**config.mk**
```make
export PLATFORM = sky130hd
export DESIGN_NAME = tc_sched_flat
export DESIGN_NICKNAME = d
export VERILOG_FILES = /design/src/rtl/tc_pkg.sv /design/src/rtl/tc_sched_if.sv /design/src/rtl/tc_tick_timer.sv /design/src/rtl/tc_sched.sv /design/src/flat_wrapper.sv
export SDC_FILE = /design/constraint.sdc
export NUM_CORES = 1
export LEC_CHECK = 0
export CAP_MARGIN = 20
export CORE_MARGIN = 2
export CORE_UTILIZATION = 50
export CTS_CLUSTER_SIZE = 10
export DETAILED_ROUTE_END_ITERATION = 10
export PLACE_DENSITY = 0.81
export SLEW_MARGIN = 20
export SYNTH_ARGS = -nofsm -noshare
export SYNTH_HDL_FRONTEND = slang
export SYNTH_SLANG_ARGS = --single-unit
```
**constraint.sdc**
```tcl
create_clock -name i_clk -period 4.6 [get_ports i_clk]
set_clock_uncertainty 0.15 [all_clocks]
set_input_delay 0.92 -clock i_clk [delete_from_list [all_inputs] [get_ports i_clk]]
set_output_delay 0.92 -clock i_clk [all_outputs]
set_load 0.05 [all_outputs]
```
**src/rtl/tc_pkg.sv**
```systemverilog
// tc_pkg: shared state type, widths and error-bit positions for the
// thermocouple measurement scheduler.
package tc_pkg;

    typedef enum logic [1:0] {
        ST_IDLE,
        ST_CONV,
        ST_CALC
    } tc_sched_state_t;

    localparam int TC_CODE_W      = 10;
    localparam int TC_TEMP_W      = 16;
    localparam int TC_ERR_TIMEOUT = 0;
    localparam int TC_ERR_OVERRUN = 1;
    localparam int TC_ACC_W       = 18;

    // Four-sample mean, truncated toward zero.
    function automatic logic [TC_TEMP_W-1:0] tc_avg4(
        input logic [TC_ACC_W-1:0] sum
    );
        return sum[TC_ACC_W-1:2];
    endfunction

endpackage

```
**src/rtl/tc_sched_if.sv**
```systemverilog
// tc_sched_if: ADC, tc_calc and publish signals of the scheduler.
// slave is the scheduler view, master the surrounding-logic view.
interface tc_sched_if;
    import tc_pkg::*;

    logic                 i_en;
    logic                 o_adc_start;
    logic                 i_adc_valid;
    logic [TC_CODE_W-1:0] i_adc_code;
    logic                 o_calc_start;
    logic [TC_CODE_W-1:0] o_calc_code;
    logic [TC_TEMP_W-1:0] i_calc_temp;
    logic                 i_calc_done;
    logic [TC_TEMP_W-1:0] o_temp;
    logic                 o_valid;
    logic [1:0]           o_err;
    logic                 i_err_clr;

    modport slave (
        input  i_en,
        input  i_adc_valid,
        input  i_adc_code,
        input  i_calc_temp,
        input  i_calc_done,
        input  i_err_clr,
        output o_adc_start,
        output o_calc_start,
        output o_calc_code,
        output o_temp,
        output o_valid,
        output o_err
    );

    modport master (
        output i_en,
        output i_adc_valid,
        output i_adc_code,
        output i_calc_temp,
        output i_calc_done,
        output i_err_clr,
        input  o_adc_start,
        input  o_calc_start,
        input  o_calc_code,
        input  o_temp,
        input  o_valid,
        input  o_err
    );

endinterface

```
**src/rtl/tc_tick_timer.sv**
```systemverilog
// tc_tick_timer: free-running 0..PERIOD-1 counter while enabled, held at 0
// otherwise; tick_o marks the last count of each period.
module tc_tick_timer #(
    parameter int PERIOD = 1000
) (
    input  logic clk_i,
    input  logic rst_i,
    input  logic en_i,
    output logic tick_o
);

    localparam logic [15:0] LAST = 16'(PERIOD - 1);

    logic [15:0] cnt_q, cnt_d;

    always_comb begin
        cnt_d = '0;
        if (en_i && (cnt_q != LAST)) begin
            cnt_d = cnt_q + 16'd1;
        end
    end

    always_ff @(posedge clk_i or posedge rst_i) begin
        if (rst_i) begin
            cnt_q <= '0;
        end else begin
            cnt_q <= cnt_d;
        end
    end

    assign tick_o = en_i && (cnt_q == LAST);

endmodule

```
**src/rtl/tc_sched.sv**
```systemverilog
// tc_sched: periodic ADC request -> tc_calc -> registered temperature.
// Define TC_SCHED_AVG_EN to publish the mean of every four captures.
module tc_sched
    import tc_pkg::*;
#(
    parameter int PERIOD  = 1000,
    parameter int TIMEOUT = 64
) (
    input  logic      i_clk,
    input  logic      i_rst,
    tc_sched_if.slave bus
);

    localparam logic [7:0] WAIT_LAST = 8'(TIMEOUT - 1);

    tc_sched_state_t      state_q, state_d;
    logic [7:0]           wait_q, wait_d;
    logic                 adc_start_q, adc_start_d;
    logic                 calc_start_q, calc_start_d;
    logic [TC_CODE_W-1:0] code_q, code_d;
    logic [TC_TEMP_W-1:0] temp_q, temp_d;
    logic                 valid_q, valid_d;
    logic [1:0]           err_q, err_d, err_set;
    logic                 tick, wait_last, capture, timeout;

    tc_tick_timer #(
        .PERIOD (PERIOD)
    ) u_timer (
        .clk_i  (i_clk),
        .rst_i  (i_rst),
        .en_i   (bus.i_en),
        .tick_o (tick)
    );

    assign wait_last = (wait_q == WAIT_LAST);

    always_comb begin
        state_d      = state_q;
        wait_d       = wait_q + 8'd1;
        adc_start_d  = 1'b0;
        calc_start_d = 1'b0;
        code_d       = code_q;
        capture      = 1'b0;
        timeout      = 1'b0;
        unique case (state_q)
            ST_IDLE: begin
                wait_d = '0;
                if (tick) begin
                    state_d     = ST_CONV;
                    adc_start_d = 1'b1;
                end
            end
            ST_CONV: begin
                if (bus.i_adc_valid) begin
                    code_d       = bus.i_adc_code;
                    calc_start_d = 1'b1;
                    state_d      = ST_CALC;
                end else if (wait_last) begin
                    timeout = 1'b1;
                    state_d = ST_IDLE;
                end
            end
            ST_CALC: begin
                if (bus.i_calc_done) begin
                    capture = 1'b1;
                    state_d = ST_IDLE;
                end else if (wait_last) begin
                    timeout = 1'b1;
                    state_d = ST_IDLE;
                end
            end
            default: state_d = ST_IDLE;
        endcase
        // wait counter restarts on every state entry
        if (state_d != state_q) begin
            wait_d = '0;
        end
    end

    always_comb begin
        err_set                 = 2'b00;
        err_set[TC_ERR_TIMEOUT] = timeout;
        err_set[TC_ERR_OVERRUN] = tick && (state_q != ST_IDLE);
        err_d = (bus.i_err_clr ? 2'b00 : err_q) | err_set;
    end

`ifdef TC_SCHED_AVG_EN
    logic [TC_ACC_W-1:0] acc_q, acc_d, sum;
    logic [1:0]          cnt_q, cnt_d;

    always_comb begin
        acc_d   = acc_q;
        cnt_d   = cnt_q;
        temp_d  = temp_q;
        valid_d = 1'b0;
        sum     = acc_q + TC_ACC_W'(bus.i_calc_temp);
        if (timeout) begin
            acc_d = '0;
            cnt_d = '0;
        end else if (capture) begin
            if (cnt_q == 2'd3) begin
                temp_d  = tc_avg4(sum);
                valid_d = 1'b1;
                acc_d   = '0;
                cnt_d   = '0;
            end else begin
                acc_d = sum;
                cnt_d = cnt_q + 2'd1;
            end
        end
    end

    always_ff @(posedge i_clk or posedge i_rst) begin
        if (i_rst) begin
            acc_q <= '0;
            cnt_q <= '0;
        end else begin
            acc_q <= acc_d;
            cnt_q <= cnt_d;
        end
    end
`else
    always_comb begin
        temp_d  = temp_q;
        valid_d = 1'b0;
        if (capture) begin
            temp_d  = bus.i_calc_temp;
            valid_d = 1'b1;
        end
    end
`endif

    always_ff @(posedge i_clk or posedge i_rst) begin
        if (i_rst) begin
            state_q      <= ST_IDLE;
            wait_q       <= '0;
            adc_start_q  <= 1'b0;
            calc_start_q <= 1'b0;
            code_q       <= '0;
            temp_q       <= '0;
            valid_q      <= 1'b0;
            err_q        <= 2'b00;
        end else begin
            state_q      <= state_d;
            wait_q       <= wait_d;
            adc_start_q  <= adc_start_d;
            calc_start_q <= calc_start_d;
            code_q       <= code_d;
            temp_q       <= temp_d;
            valid_q      <= valid_d;
            err_q        <= err_d;
        end
    end

    assign bus.o_adc_start  = adc_start_q;
    assign bus.o_calc_start = calc_start_q;
    assign bus.o_calc_code  = code_q;
    assign bus.o_temp       = temp_q;
    assign bus.o_valid      = valid_q;
    assign bus.o_err        = err_q;

endmodule
```
**src/flat_wrapper.sv**
```systemverilog
// flat-port wrapper written by rule: the top's interface ports become plain ports
module tc_sched_flat import tc_pkg::*;
#(
    parameter int PERIOD  = 1000,
    parameter int TIMEOUT = 64
)
  (i_clk, i_rst, bus_i_en, bus_i_adc_valid, bus_i_adc_code, bus_i_calc_temp, bus_i_calc_done, bus_i_err_clr, bus_o_adc_start, bus_o_calc_start, bus_o_calc_code, bus_o_temp, bus_o_valid, bus_o_err);
  tc_sched_if bus_i ();
  input  logic i_clk;
  input  logic i_rst;
  input wire logic [$bits(bus_i.i_en)-1:0] bus_i_en;
  input wire logic [$bits(bus_i.i_adc_valid)-1:0] bus_i_adc_valid;
  input wire logic [$bits(bus_i.i_adc_code)-1:0] bus_i_adc_code;
  input wire logic [$bits(bus_i.i_calc_temp)-1:0] bus_i_calc_temp;
  input wire logic [$bits(bus_i.i_calc_done)-1:0] bus_i_calc_done;
  input wire logic [$bits(bus_i.i_err_clr)-1:0] bus_i_err_clr;
  output wire logic [$bits(bus_i.o_adc_start)-1:0] bus_o_adc_start;
  output wire logic [$bits(bus_i.o_calc_start)-1:0] bus_o_calc_start;
  output wire logic [$bits(bus_i.o_calc_code)-1:0] bus_o_calc_code;
  output wire logic [$bits(bus_i.o_temp)-1:0] bus_o_temp;
  output wire logic [$bits(bus_i.o_valid)-1:0] bus_o_valid;
  output wire logic [$bits(bus_i.o_err)-1:0] bus_o_err;
  assign bus_i.i_en = bus_i_en;
  assign bus_i.i_adc_valid = bus_i_adc_valid;
  assign bus_i.i_adc_code = bus_i_adc_code;
  assign bus_i.i_calc_temp = bus_i_calc_temp;
  assign bus_i.i_calc_done = bus_i_calc_done;
  assign bus_i.i_err_clr = bus_i_err_clr;
  assign bus_o_adc_start = bus_i.o_adc_start;
  assign bus_o_calc_start = bus_i.o_calc_start;
  assign bus_o_calc_code = bus_i.o_calc_code;
  assign bus_o_temp = bus_i.o_temp;
  assign bus_o_valid = bus_i.o_valid;
  assign bus_o_err = bus_i.o_err;
  tc_sched #(.PERIOD(PERIOD), .TIMEOUT(TIMEOUT)) u_core (.i_clk(i_clk), .i_rst(i_rst), .bus(bus_i));
endmodule
```
Yosys cells after proc, flatten, opt, wreduce, memory -nomap -nowiden:

Cells that the tools add are included.

* bitwise logic cells: 1
* $add $sub $neg: 2
* muxes and demuxes: 20
* eq/ne operators: 6
* reduce and logical (&&, ||, !) cells: 6

Operators with widths (number)
* 16-bit by 1-bit adder with 16-bit output (second input constant): 1
* 16-bit by 10-bit == test with 1-bit output (second input constant): 1
* 16-bit two-way mux: 1
* 8-bit two-way mux: 2
* 16-bit by 10-bit inequality test with 1-bit output (second input constant): 1
* 1-bit two-way mux: 10
* 2-bit two-way mux: 5
* 8-bit by 1-bit adder with 8-bit output (second input constant): 1
* 8-bit by 6-bit == test with 1-bit output (second input constant): 1
* 2-bit one-hot mux with 3 select lines: 1
* 1-bit logical AND: 3
* 2-bit by 1-bit == test with 1-bit output (second input constant): 1
* 2-bit == test (second input constant): 1
* 2-bit logical NOT: 1
* 2-bit inequality test: 1
* 2-bit OR: 1
* 1-bit one-hot mux with 2 select lines: 1
* 2-bit AND reduction: 1
* 2-bit nonzero test: 1

* output and inout port bits: 31
* register bits after elaboration: 57
* word-level logic and storage cells: 44
* input bits: 32

Depth between registers and ports, before layout:

* depth after elaboration: 6
* mapped depth: 6
* mapped depth without buffers: 6

Modules after synthesis:

A second synthesis with hierarchy kept.

* cell total of the unflattened synthesis: 213
* area total of the unflattened synthesis: 2536.2 um2

By module, submodules not included
* tc_sched: sequential area each 1026.0 um2, area each 1734.2 um2, cells an instance 129, times used 1
* tc_tick_timer: sequential area each 400.4 um2, area each 802.0 um2, cells an instance 84, times used 1

Least setup slack after synthesis:

OpenSTA, ideal clock, no wires.

* kind: input -> register
* start point: input bus_i_calc_done
* end point: register u_core.temp_q[0], in the netlist u_core.bus.o_temp[0]
* stages on the path: 3
* buffers on the path: 1
* path slack: 2.627 ns
* library setup time: 0.125 ns
* arrival: 1.698 ns
* data required time: 4.325 ns
* cells stage by stage: nand2_1 > buf_2 > mux2_2

* cells in the longest elaborated chain, start to end: 2

RTL lines
* from (decl): RTL line flat_wrapper.sv:15 `input wire logic [$bits(bus_i.i_calc_done)-1:0] bus_i_calc_done;`
* 1-bit two-way mux: RTL line tc_sched.sv:64 `if (bus.i_calc_done) begin`
* 1-bit two-way mux: RTL line tc_sched.sv:45 `unique case (state_q)`
* to (signal assigned): RTL line tc_sched.sv:149 `temp_q <= temp_d;`
* to (decl): RTL line tc_sched.sv:21 `logic [TC_TEMP_W-1:0] temp_q, temp_d;`

Every way passes these cells.
A chain may end at the register's enable or synchronous reset.

Final worst setup path:

* start point: register u_core.code_q[5], in the netlist u_core.bus.o_calc_code[5]
* end point: output bus_o_calc_code[5]

RTL lines
* from (decl): RTL line tc_sched.sv:20 `logic [TC_CODE_W-1:0] code_q, code_d;`
* from (signal assigned): RTL line tc_sched.sv:148 `code_q <= code_d;`
* to (decl): RTL line flat_wrapper.sv:19 `output wire logic [$bits(bus_i.o_calc_code)-1:0] bus_o_calc_code;`

No word-level cell between the ends.

==> summary.md <==
| Metric | Value |
|---|---|
| Post-synthesis sequential area ratio | `0.553` |
| Most common cell after layout, fill and taps aside | `clkdlybuf4s50_1` |
| Area Growth Syn to Fin | `34.3%` |
| Cell taking the most area after synthesis | `dfrtp_1` |
| Slowest CP cell | `clkdlybuf4s50_1` |
| Worst path top cell family by delay | `buffers and inverters` |
| # setup viols final | `0` |
| Final setup TNS | `0 ns` |
| CTS max path bufs | `2` |
| Gr ovfl total | `0` |
| # IOs | `between 60 and 70` |
| Switch Pwr | `0.211 mW` |
| Iteration-0 DRC count of the detailed router | `85` |
| Router iterations before antenna repair | `4` |
| Routed via count | `around 1800` |
| Largest net degree at the start of global routing | `40` |
| DP HPWL | `roughly 3700 um` |
| Num CTS Buffers | `9` |
| Starting Density | `0.511` |
| CTS sink count | `between 50 and 60` |
| Critical path class | `flop to output pin` |
| PD cells | `between 200 and 300 mW/mm^2` |
| Clk slew on worst S/H paths | `approximately 0.070 ns` |
| PostCTS Resize Cnt | `0` |
| Slew @ Worst Pin | `between 0.7 and 0.8 ns` |
| Leak | `1.55 nW` |
| Layout cell share with drive strength beyond 1 | `0.204` |
| DRT Wirelength | `5020 um` |
| Max cap viols | `0` |
| Dpl cells | `between 300 and 400` |
| Area share of the largest cell type after synthesis | `0.553` |
| CP bufs+invs | `1` |
| DRC Markers | `0` |
| Final hold slack | `0.323 ns` |
| Slew headroom | `0.494` |
| Sw Share | `0.210` |
| Worst setup margin | `slightly above 2 ns` |
| Comb pwr share | `0.044` |
| H-tree levels | `3` |
| Crit-path cells | `clkdlybuf4s50_1` |
| Number of synthesized register bits | `57` |
| Worst hold-check path type | `flop to flop` |
| Syn_area_per_cell | `approximately 12 um^2` |
| Layout filler cell count | `383` |
| Peak supply drop | `approximately 0.38 mV` |
| Warnings from Yosys | `0` |
| Cells taking the most area after synthesis | `dfrtp_1 (55%), mux2_2 (11%), xnor2_1 (3.4%)` |
| FMAX | `between 300 and 400 MHz` |
| Row count | `26` |
| Period utilization | `0.563` |
| Worst skew pair latency | `approximately 0.33 ns` |
| Post-synthesis net count | `between 200 and 250` |
| PortBufs | `between 60 and 70` |
| Hold_buf cts | `0` |
| CP Capture Type | `output pin` |
| Overall global routing resource usage | `0.188` |
| Clk pwr share | `0.452` |
| Post-route insts no fill | `355` |
| Vias per cell | `~5.0` |
| Die height | `roughly 76 um` |
| Clk root buf | `clkbuf_8` |
| Most frequent cells in the layout | `clkdlybuf4s50_1 (62), dfrtp_1 (57), mux2_2 (26), nor2_1 (15), nand2_1 (12)` |
| Wirelength per Cell | `about 14 um` |
| First-pass GRT wire length | `just under 8000 um` |
| # Post-CTS Setup Buffers | `0` |
| Crit path DAT | `around 1.5 ns` |
| Pre-CTS setup slack | `between 1.5 and 2 ns` |
| Post-DRT Antenna Nets | `0` |
| Gpl congestion | `between 0.7 and 0.8` |
| Initial antenna violation count | `0` |
| Synthesized area | `0.00258 mm^2` |
| Int Power | `slightly below 0.8 mW` |
| Crit Path Max Fanout | `2` |
| ANT cells | `0` |
| CTS tree | `built` |
| CP required | `around 3.5 ns` |
| RSZ-0062 raised after global routing | `false` |
| Largest stage delay, worst path | `just over 0.8 ns` |
| Yosys cell types | `38` |
| Number of global-route vias before repair | `around 1700` |
| Die area | `roughly 0.0057 mm^2` |
| Die width | `75.8 um` |
| Sequential share of power | `0.503` |
| Fin crit period | `~2.6 ns` |
| Core Area | `between 0.005 and 0.006 mm^2` |
| Fin. max-slew vios | `0` |
| Cells after Synth | `approximately 210` |
| Final hold viol count | `0` |
| Status | `completed` |
| Nets | `approximately 320` |
| Startpoint types | `flop` |
## flip-flops by register name (all words and copies together), names as in the netlist
name,flops
u_core.bus.o_temp,16
u_core.u_timer.cnt_q,16
u_core.bus.o_calc_code,10
u_core.wait_q,8
u_core.bus.o_err,2
u_core.state_q,2
u_core.bus.o_adc_start,1
u_core.bus.o_calc_start,1
u_core.bus.o_valid,1
## cells by family (layout without fill, tap and decap cells)
| logic type | Yosys count | in the layout | share of synthesized area |
|---|---|---|---|
| DFF | 57 | 57 | 0.553 |
| AOI/OAI and AO/OA | 11 | 11 | 0.0315 |
| buffers and inverters | 14 | 90 | 0.0243 |
| xor gates and xnor gates | 20 | 20 | 0.0679 |
| and+or+nand+nor | 75 | 75 | 0.181 |
| muxes | 26 | 26 | 0.114 |
| adders and majority gates | 6 | 6 | 0.0291 |
## final timing paths
path                                           start  cells after the start                   endpoint  slack, ns
max in group asynchronous                      i_rst                      3      u_core.bus.o_temp[12]       2.66
min reg2reg                         u_core.wait_q[0]                      1           u_core.wait_q[0]       0.32
min in group asynchronous                      i_rst                      2  u_core.bus.o_calc_code[3]       0.89
max reg2reg                        u_core.state_q[1]                      6           u_core.wait_q[7]       2.53
max                        u_core.bus.o_calc_code[5]                      1         bus_o_calc_code[5]       2.01
min                                 u_core.wait_q[0]                      1           u_core.wait_q[0]       0.32
## through the flow
step,total power [mW],util,cell area [um^2]
CTS,1.01,0.687,3460
global placement,0.560,0.649,3270
finish,1.01,0.687,3460
floorplan,0.529,-,2580
global route,1.04,0.687,3460
detailed placement,0.561,0.649,3270
## layer usage
| layer | vias up | GRT usage | part of all wire |
|---|---|---|---|
| li1 | 871 | - | - |
| met1 | 861 | 0.239 | 0.44 |
| met2 | 31 | 0.283 | 0.50 |
| met3 | 8 | 0.0767 | 0.054 |
| met4 | 0 | 0.0819 | 0.013 |
| met5 | - | 0 | 0 |
## synth_stat cells (all sizes together)
cell and number:
dfrtp 57, mux2 26, nor2 18, nand2 13, inv 11, nor3 11, xnor2 10, xor2 10
nand3 9, nand4 8, ha 6, nor4 4, a21oi 3, and3 3, and4 3, buf 3
a31oi 2, o22ai 2, and2 1, and4b 1, nand2b 1, nor2b 1, nor3b 1, nor4b 1
o211ai 1, o21ai 1, o31a 1, o32ai 1
## layout make-up
class	instances	area, um^2	area share
clock inverters	3	40.0	0.0116
clock buffers	13	149	0.0430
inverters	11	41.3	0.0119
flip-flops and latches	57	1430	0.412
well taps	70	87.6	0.0253
multi-input cells	138	1090	0.315
repair buffers	63	628	0.181
## power by group through the flow
stage | Sequential, mW | Combinational [mW] | Clock (mW)
floorplan | 0.515 | 0.0149 | 0
CTS | 0.506 | 0.0461 | 0.461
global placement | 0.515 | 0.0452 | 0
detailed placement | 0.515 | 0.0459 | 0
global route | 0.506 | 0.0495 | 0.484
finish | 0.506 | 0.0447 | 0.455
Note: power is estimated with default switching activity, not from simulation.
